--- src/rtl/rr_interval_extractor_if.sv ---
// Sample stream into the R-peak extractor and beat/timeout reports back out.
// The extractor takes the slave side; the sample source takes the master side.
interface rr_interval_extractor_if #(
  parameter int DATA_W = 12
);
  logic                     sample_en;
  logic signed [DATA_W-1:0] ecg_sample;
  logic                     r_peak;
  logic [15:0]              rr_value;
  logic                     peak_timeout;

  modport master (
    output sample_en, ecg_sample,
    input  r_peak, rr_value, peak_timeout
  );

  modport slave (
    input  sample_en, ecg_sample,
    output r_peak, rr_value, peak_timeout
  );
endinterface

--- src/rtl/rr_interval_extractor.sv ---
// R-peak detector: slope energy against an adaptive threshold, refractory blanking,
// no-beat timeout with threshold search-back, and beat-to-beat interval reporting.
//
// state   | meaning
// --------+-----------------------------------------------------------
// SEARCH  | waiting for slope energy to exceed the threshold
// TRACK   | following a candidate peak until it decays or times out
// REFRACT | blanking after a confirmed peak; detection input ignored
module rr_interval_extractor #(
  parameter int DATA_W      = 12,
  parameter int REFRACTORY  = 20,
  parameter int MAX_TRACK   = 10,
  parameter int RR_TIMEOUT  = 300,
  parameter int INIT_THRESH = 64,
  parameter int MIN_THRESH  = 8
) (
  input logic                  clk,
  input logic                  rst_n,
  rr_interval_extractor_if.slave bus
);

  localparam int TRK_W = $clog2(MAX_TRACK + 1);
  localparam int RC_W  = $clog2(REFRACTORY + 1);
  localparam logic [TRK_W-1:0] TRK_MAX   = TRK_W'(MAX_TRACK);
  localparam logic [RC_W-1:0]  RC_MAX    = RC_W'(REFRACTORY);
  localparam logic [15:0]      TOUT_LD   = 16'(RR_TIMEOUT);
  localparam logic [15:0]      THR_INIT  = 16'(INIT_THRESH);
  localparam logic [15:0]      SPK_INIT  = 16'(2 * INIT_THRESH);
  localparam logic [15:0]      THR_FLOOR = 16'(MIN_THRESH);

  typedef enum logic [1:0] {SEARCH, TRACK, REFRACT} state_t;

  state_t                   state_q, state_d;
  logic signed [DATA_W-1:0] x1_q, x2_q;
  logic [DATA_W-1:0]        pk_q, pk_d, pk_eff;
  logic [TRK_W-1:0]         trk_q, trk_d;
  logic [RC_W-1:0]          rcnt_q, rcnt_d;
  logic [15:0]              spk_q, thresh_q, since_q, tout_q;
  logic                     armed_q, r_peak_q, to_q;
  logic [15:0]              rr_q;

  logic signed [DATA_W:0] d;
  logic [DATA_W:0]        d_abs;
  logic [DATA_W-1:0]      e;
  logic                   confirm, since_sat, tout_hit, timeout;
  logic [15:0]            spk_new, thr_conf, thr_half;

  // Slope energy; |d| only exceeds DATA_W bits when d is the most negative value.
  always_comb begin
    d     = {bus.ecg_sample[DATA_W-1], bus.ecg_sample} - {x2_q[DATA_W-1], x2_q};
    d_abs = d[DATA_W] ? $unsigned(-d) : $unsigned(d);
    e     = d_abs[DATA_W] ? {DATA_W{1'b1}} : d_abs[DATA_W-1:0];
  end

  always_comb begin
    state_d = state_q;
    pk_d    = pk_q;
    trk_d   = trk_q;
    rcnt_d  = rcnt_q;
    pk_eff  = pk_q;
    confirm = 1'b0;
    case (state_q)
      SEARCH: begin
        if (16'(e) > thresh_q) begin
          state_d = TRACK;
          pk_d    = e;
          trk_d   = TRK_W'(1);
        end
      end
      TRACK: begin
        if (e >= pk_q) pk_eff = e;
        pk_d = pk_eff;
        if ((e < (pk_q >> 1)) || (trk_q == TRK_MAX)) confirm = 1'b1;
        else trk_d = trk_q + TRK_W'(1);
      end
      REFRACT: begin
        if (rcnt_q == RC_MAX) state_d = SEARCH;
        else rcnt_d = rcnt_q + RC_W'(1);
      end
      default: state_d = SEARCH;
    endcase
    if (confirm) begin
      state_d = REFRACT;
      rcnt_d  = RC_W'(1);
    end
  end

  // tout_q tracks the distance to the next multiple of RR_TIMEOUT in since_q,
  // frozen together with since_q once the interval counter saturates.
  always_comb begin
    since_sat = (since_q == 16'hFFFF);
    tout_hit  = !since_sat && (tout_q == 16'd1);
    timeout   = tout_hit && (state_q != REFRACT) && !confirm;
    spk_new   = spk_q - (spk_q >> 3) + 16'(pk_eff >> 3);
    thr_conf  = ((spk_new >> 1) > THR_FLOOR) ? (spk_new >> 1) : THR_FLOOR;
    thr_half  = ((thresh_q >> 1) > THR_FLOOR) ? (thresh_q >> 1) : THR_FLOOR;
  end

  always_ff @(posedge clk or negedge rst_n) begin
    if (!rst_n) begin
      state_q  <= SEARCH;
      x1_q     <= '0;
      x2_q     <= '0;
      pk_q     <= '0;
      trk_q    <= '0;
      rcnt_q   <= '0;
      spk_q    <= SPK_INIT;
      thresh_q <= THR_INIT;
      since_q  <= '0;
      tout_q   <= TOUT_LD;
      armed_q  <= 1'b0;
      r_peak_q <= 1'b0;
      to_q     <= 1'b0;
      rr_q     <= '0;
    end else if (bus.sample_en) begin
      state_q  <= state_d;
      x2_q     <= x1_q;
      x1_q     <= bus.ecg_sample;
      pk_q     <= pk_d;
      trk_q    <= trk_d;
      rcnt_q   <= rcnt_d;
      r_peak_q <= confirm && armed_q;
      to_q     <= timeout;
      if (confirm) begin
        since_q  <= 16'd1;
        tout_q   <= TOUT_LD - 16'd1;
        spk_q    <= spk_new;
        thresh_q <= thr_conf;
        armed_q  <= 1'b1;
        if (armed_q) rr_q <= since_q;
      end else begin
        if (!since_sat) begin
          since_q <= since_q + 16'd1;
          tout_q  <= tout_hit ? TOUT_LD : tout_q - 16'd1;
        end
        if (timeout) thresh_q <= thr_half;
      end
    end
  end

  assign bus.r_peak       = r_peak_q;
  assign bus.rr_value     = rr_q;
  assign bus.peak_timeout = to_q;

endmodule

--- src/flat_wrapper.sv ---
// flat-port wrapper written by rule: the top's interface ports become plain ports
module rr_interval_extractor_flat 
#(
  parameter int DATA_W      = 12,
  parameter int REFRACTORY  = 20,
  parameter int MAX_TRACK   = 10,
  parameter int RR_TIMEOUT  = 300,
  parameter int INIT_THRESH = 64,
  parameter int MIN_THRESH  = 8
)
  (clk, rst_n, bus_sample_en, bus_ecg_sample, bus_r_peak, bus_rr_value, bus_peak_timeout);
  rr_interval_extractor_if #(.DATA_W(DATA_W)) bus_i ();
  input logic clk;
  input logic rst_n;
  input wire logic [$bits(bus_i.sample_en)-1:0] bus_sample_en;
  input wire logic [$bits(bus_i.ecg_sample)-1:0] bus_ecg_sample;
  output wire logic [$bits(bus_i.r_peak)-1:0] bus_r_peak;
  output wire logic [$bits(bus_i.rr_value)-1:0] bus_rr_value;
  output wire logic [$bits(bus_i.peak_timeout)-1:0] bus_peak_timeout;
  assign bus_i.sample_en = bus_sample_en;
  assign bus_i.ecg_sample = bus_ecg_sample;
  assign bus_r_peak = bus_i.r_peak;
  assign bus_rr_value = bus_i.rr_value;
  assign bus_peak_timeout = bus_i.peak_timeout;
  rr_interval_extractor #(.DATA_W(DATA_W), .REFRACTORY(REFRACTORY), .MAX_TRACK(MAX_TRACK), .RR_TIMEOUT(RR_TIMEOUT), .INIT_THRESH(INIT_THRESH), .MIN_THRESH(MIN_THRESH)) u_core (.clk(clk), .rst_n(rst_n), .bus(bus_i));
endmodule
--- config.mk ---
export PLATFORM = sky130hd
export DESIGN_NAME = rr_interval_extractor_flat
export DESIGN_NICKNAME = d
export VERILOG_FILES = /design/src/rtl/rr_interval_extractor_if.sv /design/src/rtl/rr_interval_extractor.sv /design/src/flat_wrapper.sv
export SDC_FILE = /design/constraint.sdc
export NUM_CORES = 1
export LEC_CHECK = 0
export ABC_CLOCK_PERIOD_IN_PS = 9300
export CAP_MARGIN = 20
export CORE_ASPECT_RATIO = 0.9
export CORE_MARGIN = 2
export CORE_UTILIZATION = 30
export CTS_CLUSTER_SIZE = 12
export DETAILED_ROUTE_END_ITERATION = 7
export PLACE_DENSITY_LB_ADDON = 0.12
export SLEW_MARGIN = 40
export SYNTH_ARGS = -nofsm -noshare
export SYNTH_HDL_FRONTEND = slang
export SYNTH_SLANG_ARGS = --single-unit
--- constraint.sdc ---
create_clock -name clk -period 9.3 [get_ports clk]
set_input_delay 0.93 -clock clk [delete_from_list [all_inputs] [get_ports clk]]
set_output_delay 0.93 -clock clk [all_outputs]
set_load 0.01 [all_outputs]
======== After elaboration in Yosys (flattened, before gate mapping) ========
Cells that the tools add are included.
word-level totals
  register bits after elaboration ......... 130
  bits in latches ......................... 0
  memories ................................ 0
  memory bits (writable) .................. 0
  bits of input ports ..................... 15
  bits in read-only memories .............. 0
operators by class
  divide/modulo/power cells ............... 0
  multipliers ............................. 0
  muxes and demuxes ....................... 27
  add/subtract/negate cells ............... 8
  magnitude comparators ................... 5
  reductions and logical operators ........ 19
  equality and inequality tests ........... 14
  bitwise logic cells ..................... 0
  shift operators ......................... 0
operators by type and width
  operator                                                                number
  16-bit 2-to-1 mux                                                       7
  12-bit 2-to-1 mux                                                       4
  15-bit by 4-bit > comparator with 1-bit output, second input constant   2
  15-bit 2-to-1 mux                                                       2
  12-bit case mux with 2 select lines                                     1
  16-bit by 1-bit adder with 16-bit output, second input constant         1
  16-bit by 9-bit adder with 16-bit output                                1
  16-bit by 1-bit equality test with 1-bit output, second input constant  1
  16-bit equality test, second input constant                             1
  12-bit by 16-bit > comparator with 1-bit output                         1
  16-bit by 1-bit subtractor with 16-bit output, second input constant    1
  16-bit by 13-bit subtractor with 16-bit output                          1
  5-bit 2-to-1 mux                                                        3
  13-bit 2-to-1 mux                                                       1
  13-bit negation                                                         1
  12-bit by 12-bit subtractor with 13-bit output                          1
  12-bit greater-or-equal comparator                                      1
  12-bit by 11-bit less-than comparator with 1-bit output                 1
  3-bit AND reduction                                                     3
  4-bit 2-to-1 mux                                                        2
  2-bit by 1-bit != test with 1-bit output, second input constant         4
  4-bit case mux with 2 select lines                                      1
  4-bit AND reduction                                                     2
  2-bit 2-to-1 mux                                                        3
  16 further kinds                                                        27

======== Longest topological paths before layout ========
  depth in word-level cells ............... 12
  mapped depth ............................ 38
  gate-level depth less buffers ........... 36

======== Worst setup path after synthesis ========
OpenSTA, ideal clock, no wires.
  kind .................................... in2reg
  from .................................... input bus_ecg_sample[0]
  to ...................................... register u_core.thresh_q[0]
  data required time ...................... 9169 ps
  path slack .............................. 1267 ps
  cell stages on the path ................. 35
  data arrival time ....................... 7902 ps
  buffers on the path ..................... 1
  cell sequence ........................... inv_1 ha_1 fa_1 nand2b_1 a21oi_1 o21a_1 o221ai_2 nor4_2 nand4_1 and2_1 ha_1 nand2b_1 a21o_1 a21o_1 a21o_1 a21o_1 a21oi_1 o21ai_0 a41oi_1 a2111oi_0 clkbuf_1 mux2i_1 fa_1 inv_1 ha_1 a211oi_1 o21bai_1 a21oi_1 o21bai_1 xor2_1 or4_1 nor4_1 nand4b_1 nand3_1 a31oi_1
between the ends
  cells in the longest elaborated chain, start to end .. 12
  elaborated cells between the ends (all ways) .. 19
RTL lines
  element                                                                           line                          source
  start: declaration                                                                flat_wrapper.sv:16            input wire logic [$bits(bus_i.ecg_sample)-1:0] bus_ecg_sample;
  12-bit by 12-bit subtractor with 13-bit output (*)                                rr_interval_extractor.sv:50   d = {bus.ecg_sample[DATA_W-1], bus.ecg_sample} - {x2_q[DATA_W-1], x2_q};
  13-bit negation                                                                   rr_interval_extractor.sv:51   d_abs = d[DATA_W] ? $unsigned(-d) : $unsigned(d);
  13-bit 2-to-1 mux (*)                                                             rr_interval_extractor.sv:51
  12-bit 2-to-1 mux (*)                                                             rr_interval_extractor.sv:52   e = d_abs[DATA_W] ? {DATA_W{1'b1}} : d_abs[DATA_W-1:0];
  branches (longest 8 deep; another with 16-bit by 9-bit adder with 16-bit output)  n/a
  end signal: assignment                                                            rr_interval_extractor.sv:128  thresh_q <= thr_conf;
  end signal: assignment                                                            rr_interval_extractor.sv:136  if (timeout) thresh_q <= thr_half;
  end: declaration                                                                  rr_interval_extractor.sv:38   logic [15:0] spk_q, thresh_q, since_q, tout_q;
Every way passes the cells marked *.
A chain may end at the register's enable or synchronous reset.

======== Final worst setup path ========
  from .................................... input bus_ecg_sample[0]
  to ...................................... register u_core.thresh_q[1]
The elaborated chain is that of the path after synthesis.

==> key figures <==
Status
  • Status: completed

Power
  • Pwr/cell area: 398 nW/um^2
  • Max VDD drop: about 220 uV
  • P_leak: about 4.7 nW
  • Pwr Total: between 4 and 5 mW

Synthesis
  • EDFF count, synth: 0
  • YS warnings: 0
  • Post-synth top area cell: dfrtp_1
  • Syn avg cell area: between 9 and 10 um^2
  • Seq/Total Area, Yosys: between 30% and 40%
  • Number of library cell types mapped by synthesis: 75
  • Ys flop type: dfrtp_1
  • Post-Syn Area: 8810 um^2
  • Seq cells post-synth: 129
  • Synthesized Nets: about 1000
  • Cells after Synth: 933
  • Dominant cells by area after synthesis: dfrtp_1 (35%), ha_1 (11%), inv_1 (3.8%)
  • Asr flop ratio synth: 100%
  • Post-synth top area share: 34.9%

Worst setup path
  • CP Launch Type: input pin
  • Critical path type: in2reg
  • Top cell by count, worst path: a21o_1
  • Setup crit end kind: flop
  • Arr. time, crit path: slightly below 9 ns
  • Worst EP required: 9.57 ns
  • Worst Setup SP: bus_ecg_sample[0]
  • Highest-delay cell along the critical path: fa_1
  • Critical R2R Launch: u_core.x2_q[0]$_DFFE_PN0P_
  • Crit. path cell count: 36
  • Crit path max-delay family: compound AO/OA/AOI/OAI gates
  • Reg2reg path depth: 34
  • Crit path largest cell delay: 0.55 ns
  • Buf+Inv Stages, Crit Path: 4
  • Max Fanout on Critical Path: 9

Finish
  • Post-layout util: 35.6%
  • Nets: 1077
  • Area Growth Syn to Fin: 16.8%
  • # diodes: 0
  • Share of post-route cells with drive strength above 1: 12.0%

Min path
  • Min-delay src: u_core.armed_q$_DFFE_PN0P_
  • Hold path depth: 1
  • Hold Path Class: reg2reg

Clock network
  • H-tree levels: 4
  • Post-CTS Setup Bufs: 0
  • Post-CTS Resized: 0
  • Buffer depth of the longest clock path: 2
  • Clock-pin transition on the worst setup and hold timing paths: 0.06 ns
  • Clock Tree Root: clkbuf_16
  • Hold-fix buffers, CTS: 0
  • Skew-Pair Late Insertion Delay: 0.43 ns
  • CTS buffer count: 17
  • CTS tree: yes
  • Sink Count: 129

STA
  • Max frequency: 116 MHz
  • Final setup fails: 0
  • Unrepaired setup endpoints after global routing: no
  • Max-slew violation count: 0
  • Minimum clock period: ~8.6 ns
  • Final WS setup: 0.680 ns
  • Max_slew headroom: about half
  • Worst slew pin tran: 0.718 ns
  • Final Cycle Share: 92.7%
  • Post-Route Setup TNS: 0 ns
  • Clk_skew: ~0.011 ns
  • Final Hold Vio Count: 0

Placed design
  • Pre-CTS setup slack: 0.227 ns
  • PortBufs: 32
  • Hpwl dp: 16000 um
  • RePlAce Congestion: around 0.78

Floorplanning
  • DIE AREA: 30800 um^2
  • Initial Util: between 30% and 40%
  • FP Rows: 59
  • Core Area: 28900 um^2
  • Die W: about 180 um
  • Chip Height: 167 um
  • Boundary Pins: 33

GRT
  • All-Layer GR Usage: 14.9%
  • Vias in the first global route: 6755
  • Global route overflow: 0
  • Antenna violations before repair: 0
  • Largest net degree at the start of global routing: 67
  • First-pass GRT wire length: about 36000 um

Routing
  • Final WL: around 22000 um
  • Vias: 6895
  • DR WL/cell: 15.8 um
  • Vias/cell: between 4 and 5
  • # DRC: 0
  • Detail Route Antenna Nets: 0
  • First-pass DRT Iterations: 5
  • Initial DRC Count: between 400 and 500

Job
  • Max Cap Viol: 0
-- final timing paths --
path                                                  end  slack (ns)
max                        u_core.thresh_q[1]$_DFFE_PN0P_        0.68
min                            u_core.armed_q$_DFFE_PN0P_        0.46
max reg2reg                u_core.thresh_q[1]$_DFFE_PN0P_        1.34
min reg2reg                    u_core.armed_q$_DFFE_PN0P_        0.46
max in group asynchronous      u_core.x2_q[6]$_DFFE_PN0P_        7.70
min in group asynchronous    u_core.spk_q[14]$_DFFE_PN0P_        0.48
-- cells in the final DEF (no fill, tap or decap), types with 5 or more instances in the layout --
master / count
clkbuf_16: 17
and2_1: 7
nor2b_1: 7
mux2_4: 9
nor4_1: 7
a21oi_1: 41
nor2_1: 61
nand2b_1: 13
buf_4: 20
fa_1: 10
o21a_1: 10
nand2_1: 78
mux2_2: 28
or3_1: 12
mux2_1: 7
ha_1: 74
xor2_1: 22
dfstp_2: 6
o31a_1: 5
clkdlybuf4s50_1: 31
mux2i_1: 21
nand4_1: 15
nand3_1: 24
o31ai_1: 7
nor3_1: 42
a221o_1: 5
a211oi_1: 6
dfrtp_1: 123
a31oi_1: 8
a21o_1: 25
inv_1: 88
xnor2_1: 19
o21ai_0: 52
-- metal layers --
metal | vias up | share of wire (%) | track usage (%)
met3 | 16 | 3.4 | 3.24
met1 | 3326 | 52 | 21.9
li1 | 3436 | - | -
met4 | 0 | 1.0 | 3.59
met2 | 117 | 43 | 22.3
met5 | - | 0 | 0
-- state kept, by name (all words and copies together), names as in the netlist, named ones only --
name                     count
u_core.bus.rr_value         16
u_core.spk_q                16
u_core.pk_q                  9
u_core.state_q               2
u_core.armed_q               1
u_core.since_q              16
u_core.bus.r_peak            1
u_core.tout_q               16
u_core.thresh_q             15
u_core.x2_q                 12
u_core.trk_q                 4
u_core.x1_q                 12
u_core.bus.peak_timeout      1
u_core.rcnt_q                5
-- cell type report --
class                           instances  area, um^2
Tap cell                              396         495
Inverter                               88         330
Multi-Input combinational cell        689        5140
Sequential cell                       129        3240
Clock buffer                           20         447
Timing Repair Buffer                   53         483
Fill cell                            3003       18600
Clock inverter                         12         158
-- where the power goes --
group | internal [mW] | total [mW] | switching [mW]
clock | 0.430 | 0.706 | 0.275
sequential | 0.745 | 0.915 | 0.169
combinational | 1.06 | 2.48 | 1.41
-- per-stage QoR --
step,cell area [um^2],cells,hold slack (ns)
2_1_floorplan,8810,933,0.430
3_3_place_gp,9670,1355,0.454
3_5_place_dp,9690,1355,0.446
4_1_cts,10300,1387,0.462
5_1_grt,10300,1387,0.500
6_report,10300,1387,0.457
-- synth_stat cells (10+ instances only) --
cell      instances
a21oi_1          41
dfrtp_1         123
o21a_1           10
inv_1            88
nand3_1          24
xor2_1           22
nand2_1          79
ha_1             74
xnor2_1          19
a21o_1           25
or3_1            12
nand4_1          15
nor3_1           42
nor2_1           61
mux2_2           28
nand2b_1         13
mux2i_1          21
clkbuf_1         17
fa_1             10
o21ai_0          52
-- kinds of logic (layout without fill, tap and decap cells) --
kind of cell / count (synthesis) / after routing / share of synthesized area [%]
flip-flops: 129 / 129 / 36.7
XOR/XNOR: 41 / 41 / 4.08
multiplexers: 65 / 65 / 8.39
adder cells (fa/ha/maj): 84 / 84 / 12.8
buffers and inverters: 115 / 173 / 5.11
AO/OA/AOI/OAI: 207 / 207 / 16.5
AND/OR/NAND/NOR: 292 / 292 / 16.4
No activity file was read; power rests on OpenSTA's default activity.
==> patch 1: new RTL, config.mk and constraints unchanged <==
`MAX_TRACK` is set to 10 in 2 places; all go to 11.
--- a/src/rtl/rr_interval_extractor.sv
+++ b/src/rtl/rr_interval_extractor.sv
@@ -9,7 +9,7 @@
 module rr_interval_extractor #(
   parameter int DATA_W      = 12,
   parameter int REFRACTORY  = 20,
-  parameter int MAX_TRACK   = 10,
+  parameter int MAX_TRACK   = 11,
   parameter int RR_TIMEOUT  = 300,
   parameter int INIT_THRESH = 64,
   parameter int MIN_THRESH  = 8
--- a/src/flat_wrapper.sv
+++ b/src/flat_wrapper.sv
@@ -3,7 +3,7 @@
 #(
   parameter int DATA_W      = 12,
   parameter int REFRACTORY  = 20,
-  parameter int MAX_TRACK   = 10,
+  parameter int MAX_TRACK   = 11,
   parameter int RR_TIMEOUT  = 300,
   parameter int INIT_THRESH = 64,
   parameter int MIN_THRESH  = 8
Function: same outputs for any inputs over 4 cycles, from zero or initial values and one cycle with rst_n low; that may be too few to reach the edited logic, so the function may still have changed.
==> patch 1 against the original RTL <==
Area after synthesis increased by 1.3%. Final cell count increased by 0.36%. Routed wire length decreased by 0.62%. Core utilization increased by 0.24 points. Sequential cell count unchanged. Final area increased by 1.2%. Worst setup slack got worse by 72 ps. Total power increased by 3.4%. Die area increased by 1.3%. Non-clock buffer count increased by 2. Critical endpoint is now u_core.thresh_q[0].
==> patch 1: results (changes against the original RTL) <==
* Ys flop type: dfrtp_1
* Slowest stage cell, crit path: or4_1
* Vias at 6808 (-1.3%)
* Number of H-tree levels at 4 (unchanged)
* Switch Pwr at 1.95 mW (+4.8%)
* Count of yosys warnings during synthesis at 0 (unchanged)
* Synth top cells by count: 123 x dfrtp_1, 94 x nand2_1, 87 x inv_1
* Clock latency at the later pin of the worst-skew pair at 430 ps (about the same)
* Length of the first detailed-routing pass in iterations at 4 (-1)
* Number of buffers added by the clock tree synthesis step at 17 (unchanged)
* Depth of the worst hold-timing path at 2 (+1)
* Kind of cell adding the most delay to the critical path: simple AND/OR/NAND/NOR gates
* Number of cells traversed by the worst register-to-register path at 33 (-2.9%)
* Starting DRC count in detailed routing at 377 (-19%)
* Maximum clock skew at final layout at 11.8 ps (+1.02 ps)
* Clk root buf: clkbuf_16
* Number of global-route vias before repair at 6915 (+2.4%)
* Worst vdd ir at 245 uV (+13%)
* Worst slew slack as a fraction of its limit at 47.1% (-4.9 points)
* HPWL after detailed placement at 16.3 mm (+1.8%)
* Max incr delay on CP at 550 ps (about the same)
* Buffers inserted during post-CTS setup optimization at 0 (unchanged)
* Final Wtd Congestion at 0.806 (+3.3%)
* Net count of the mapped netlist at 1031 (-0.097%)
* Final Net Count at 1081 (+0.37%)
* Antenna diode count at 0 (unchanged)
* Worst min path class: reg -> reg
* Largest net degree at the start of global routing at 68 (+1.5%)
* Register share of total power at 21.6% (-0.7 points)
* Global-route wire length before repair at 37.1 mm (+1.8%)
* LEAKAGE at 4.78 nW (+2.5%)
* Proportion of synthesized flip-flops having asynchronous set or reset at 100% (unchanged)
* Clk buf depth at 2 (unchanged)
* Count of unique library cells instantiated by Yosys at 84 (+12%)
* CP Max Fanout at 6 (-3)
* Final WL at 21.8 mm (-0.62%)
* Antenna violations before repair at 0 (unchanged)
* GRT Util Overall at 15.1% (+0.16 points)
* CTS clk-pin slew, worst paths at 60 ps (about the same)
* Main area contributors after synthesis: dfrtp_1 34%, ha_1 10%, mux2_2 4.7%
* Part of the total power dissipated in the clock network at 17.0% (-0.2 points)
* Sequential area share after synthesis at 36.3% (-0.47 points)
* Result of the run: complete, no violations
* Fraction of layout instances using a drive strength above 1 at 13.6% (+1.5 points)
* Number of buffers inserted by port buffering at 32 (unchanged)
## patch 1: cell type report
cell class / count / area [um^2]
clock buffer: 20 / 437
clock inverter: 12 / 181
fill: 2971 / 18700
inverter: 88 / 330
tap: 396 / 495
sequential: 129 / 3240
timing repair buffer: 55 / 497
multi-input combinational: 692 / 5240
## patch 1: timing repair
item                                   in CTS  in global routing
setup endpoints to repair                   0                  3
gates resized for setup                     0                  1
endpoints found under the hold margin       0                  0
## patch 1: kinds of logic (layout without fill, tap and decap cells)
group                      Yosys count  after routing  share of synthesized area (%)
AOI/OAI and AO/OA                  210            210                           16.4
xor gates and xnor gates            38             38                           3.73
adders and majority gates           83             83                           12.5
buffers and inverters              112            175                           5.17
DFF                                129            129                           36.3
muxes                               76             76                           9.55
and+or+nand+nor                    285            285                           16.4
## patch 1: layer usage
metal	part of all wire (%)	wire [um]	track usage (%)	vias up
met5	0	0	0	-
met4	1.0	218	3.63	0
met3	2.3	505	2.85	17
li1	-	-	-	3442
met1	54	11800	22.5	3282
met2	42	9270	22.3	67
## patch 1: path summary, 6_finish.rpt
kind | from | end | slack [ps]
max | bus_ecg_sample[0] | u_core.thresh_q[0] | 610
min | u_core.x1_q[9] | u_core.x2_q[9] | 480
max reg2reg | u_core.x2_q[0] | u_core.thresh_q[0] | 1250
min reg2reg | u_core.x1_q[9] | u_core.x2_q[9] | 480
max in group asynchronous | rst_n | u_core.spk_q[8] | 7770
min in group asynchronous | rst_n | u_core.bus.rr_value[3] | 510
## patch 1: through the flow
stage               setup slack (ps)  cells  instance area [um^2]  power [mW]
finish                           608   1392                 10400        4.23
global placement                 206   1358                  9760        3.56
global route                    51.5   1392                 10400        4.68
detailed placement              63.0   1360                  9790        3.53
floorplan                        532    933                  8920        2.79
CTS                              487   1392                 10400        4.28
==> patch 2: new RTL, same settings <==
Without the edit above. Make the reset (`rst_n`) synchronous in one clocked block.
--- a/src/rtl/rr_interval_extractor.sv
+++ b/src/rtl/rr_interval_extractor.sv
@@ -96,7 +96,7 @@
     thr_half  = ((thresh_q >> 1) > THR_FLOOR) ? (thresh_q >> 1) : THR_FLOOR;
   end
 
-  always_ff @(posedge clk or negedge rst_n) begin
+  always_ff @(posedge clk) begin
     if (!rst_n) begin
       state_q  <= SEARCH;
       x1_q     <= '0;
Behaviour: same outputs for any inputs over 4 cycles, from zero or initial values and one cycle with rst_n low; that may be too few to reach the edited logic, so the function may still have changed.
==> patch 2 against the original RTL <==
Area after synthesis down 1.0%. Via count rose by 11%. Final area down 2.3%. Non-clock buffer count unchanged. Routed wire length increased by 6.8%. Worst setup slack gained 88 ps. Sequential cell count did not move.
Power is not compared: it rests on default switching activity, and its combinational part moved more than twofold at a synthesized area within 25%.
==> patch 2: results (changes against the original RTL) <==
* Count of cells resized by post-cts repair at 0 (unchanged)
* Sequential area share after synthesis at 29.6% (-7.1 points)
* Slowest stage cell, crit path: fa_1
* Switch Pwr at 1.07 mW
* Global-route wire length before repair at 39.6 mm (+8.5%)
* Kind of cell adding the most delay to the critical path: compound AO/OA/AOI/OAI gates
* Buffers inserted during post-CTS setup optimization at 0 (unchanged)
* Launching point of the worst reg2reg path: u_core.x2_q[4]
* Average wire length per cell after detail routing at 15.9 um (+0.11%)
* Clock latency at the later pin of the worst-skew pair at 430 ps (about the same)
* Count of unique library cells instantiated by Yosys at 78 (+4.0%)
* Clk root buf: clkbuf_16
* Worst min path class: reg -> reg
* Largest net degree at the start of global routing at 59 (-12%)
* Fraction of layout instances using a drive strength above 1 at 7.54% (-4.5 points)
* Arrival time at the worst endpoint at 8860 ps (-30 ps)
* Filler cells at 3063 (+2.0%)
* Number of global-route vias before repair at 7447 (+10%)
* Antenna violations before repair at 0 (unchanged)
* Result of the run: complete, no violations
* Depth of the worst hold-timing path at 2 (+1)
* Synth top cells by count: 129 x dfxtp_1, 116 x nand2_1, 92 x nor2_1
* R2r endpoint: u_core.thresh_q[1]
* CTS clk-pin slew, worst paths at 80 ps (+20 ps)
* CP Max Fanout at 17 (+8)
* Number of H-tree levels at 4 (unchanged)
* Starting DRC count in detailed routing at 317 (-32%)
* Main area contributors after synthesis: dfxtp_1 30%, ha_1 11%, nand2_1 5.0%
* LEAKAGE at 3.94 nW
* Final Wtd Congestion at 0.793 (+1.6%)
* Part of the total power dissipated in the clock network at 27.3%
* R2R setup slack at 1370 ps (+30 ps)
* Final Net Count at 1200 (+11%)
* Count of yosys warnings during synthesis at 0 (unchanged)
* Clk buf depth at 2 (unchanged)
* End point of the worst hold path: u_core.bus.rr_value[8]
* Combinational group power at 1.16 mW
* Placement Setup Slack at 48.4 ps (-179 ps)
* Avg Vias per Cell at 5.17 (+4.0%)
* Maximum clock skew at final layout at 16.5 ps (+5.70 ps)
* Number of buffers inserted by port buffering at 32 (unchanged)
* GRT Util Overall at 16.0% (+1.1 points)
* Max incr delay on CP at 500 ps (-50 ps)
* Length of the first detailed-routing pass in iterations at 5 (unchanged)
* Proportion of synthesized flip-flops having asynchronous set or reset at 0% (-100 points)
* Worst-margin pin slew at 700 ps (-17.5 ps)
* Number of cells traversed by the worst register-to-register path at 33 (-2.9%)
* Launch point of the worst hold path: u_core.bus.rr_value[8]
* Worst vdd ir at 121 uV
* Antenna diode count at 0 (unchanged)
* HPWL after detailed placement at 16.9 mm (+5.8%)
* Number of buffers added by the clock tree synthesis step at 17 (unchanged)
## patch 2: cells by family after synthesis
group           Yosys count  synth area share [%]
xor+xnor                 37                  3.72
simple gates            392                  21.8
buf+inv                 129                  5.93
fa+ha+maj                84                  12.9
flops                   129                  29.6
compound gates          259                  21.0
mux                      44                  5.08
## patch 2: metrics by stage
stage	cell area [um^2]	cells	hold slack (ps)	utilization, %	power, mW
floorplan	8720	1074	441	-	1.46
global placement	9440	1448	448	32.8	1.81
detailed placement	9450	1448	445	32.8	1.80
CTS	10000	1480	462	34.9	2.49
global route	10100	1480	479	34.9	2.68
finish	10100	1480	456	34.9	2.47
## patch 2: metal layers
| metal | routed length, um | global-route usage [%] | up-vias |
|---|---|---|---|
| li1 | - | - | 3922 |
| met1 | 12500 | 24.1 | 3614 |
| met2 | 10100 | 24.2 | 102 |
| met3 | 631 | 1.86 | 15 |
| met4 | 239 | 4.07 | 0 |
| met5 | 0 | 0 | - |
## patch 2: worst max-delay path by stage
stage | slack [ps] | cells after the start | start | end
floorplan | 1050 | 32 | bus_ecg_sample[4] | u_core.thresh_q[1]
finish | 770 | 33 | bus_ecg_sample[4] | u_core.thresh_q[1]
global route | 40 | 35 | bus_ecg_sample[0] | u_core.thresh_q[0]
CTS | 490 | 33 | bus_ecg_sample[4] | u_core.thresh_q[3]
global placement | 220 | 33 | bus_ecg_sample[4] | u_core.thresh_q[3]
detailed placement | 50 | 33 | bus_ecg_sample[4] | u_core.thresh_q[3]
## patch 2: cell type report
cell class / instances / area, um^2 / share of cell area (%)
Multi-Input combinational cell: 816 / 5640 / 56.1
Sequential cell: 129 / 2580 / 25.7
Timing Repair Buffer: 53 / 470 / 4.68
Tap cell: 366 / 458 / 4.56
Clock buffer: 17 / 425 / 4.23
Inverter: 84 / 315 / 3.14
Clock inverter: 15 / 159 / 1.58
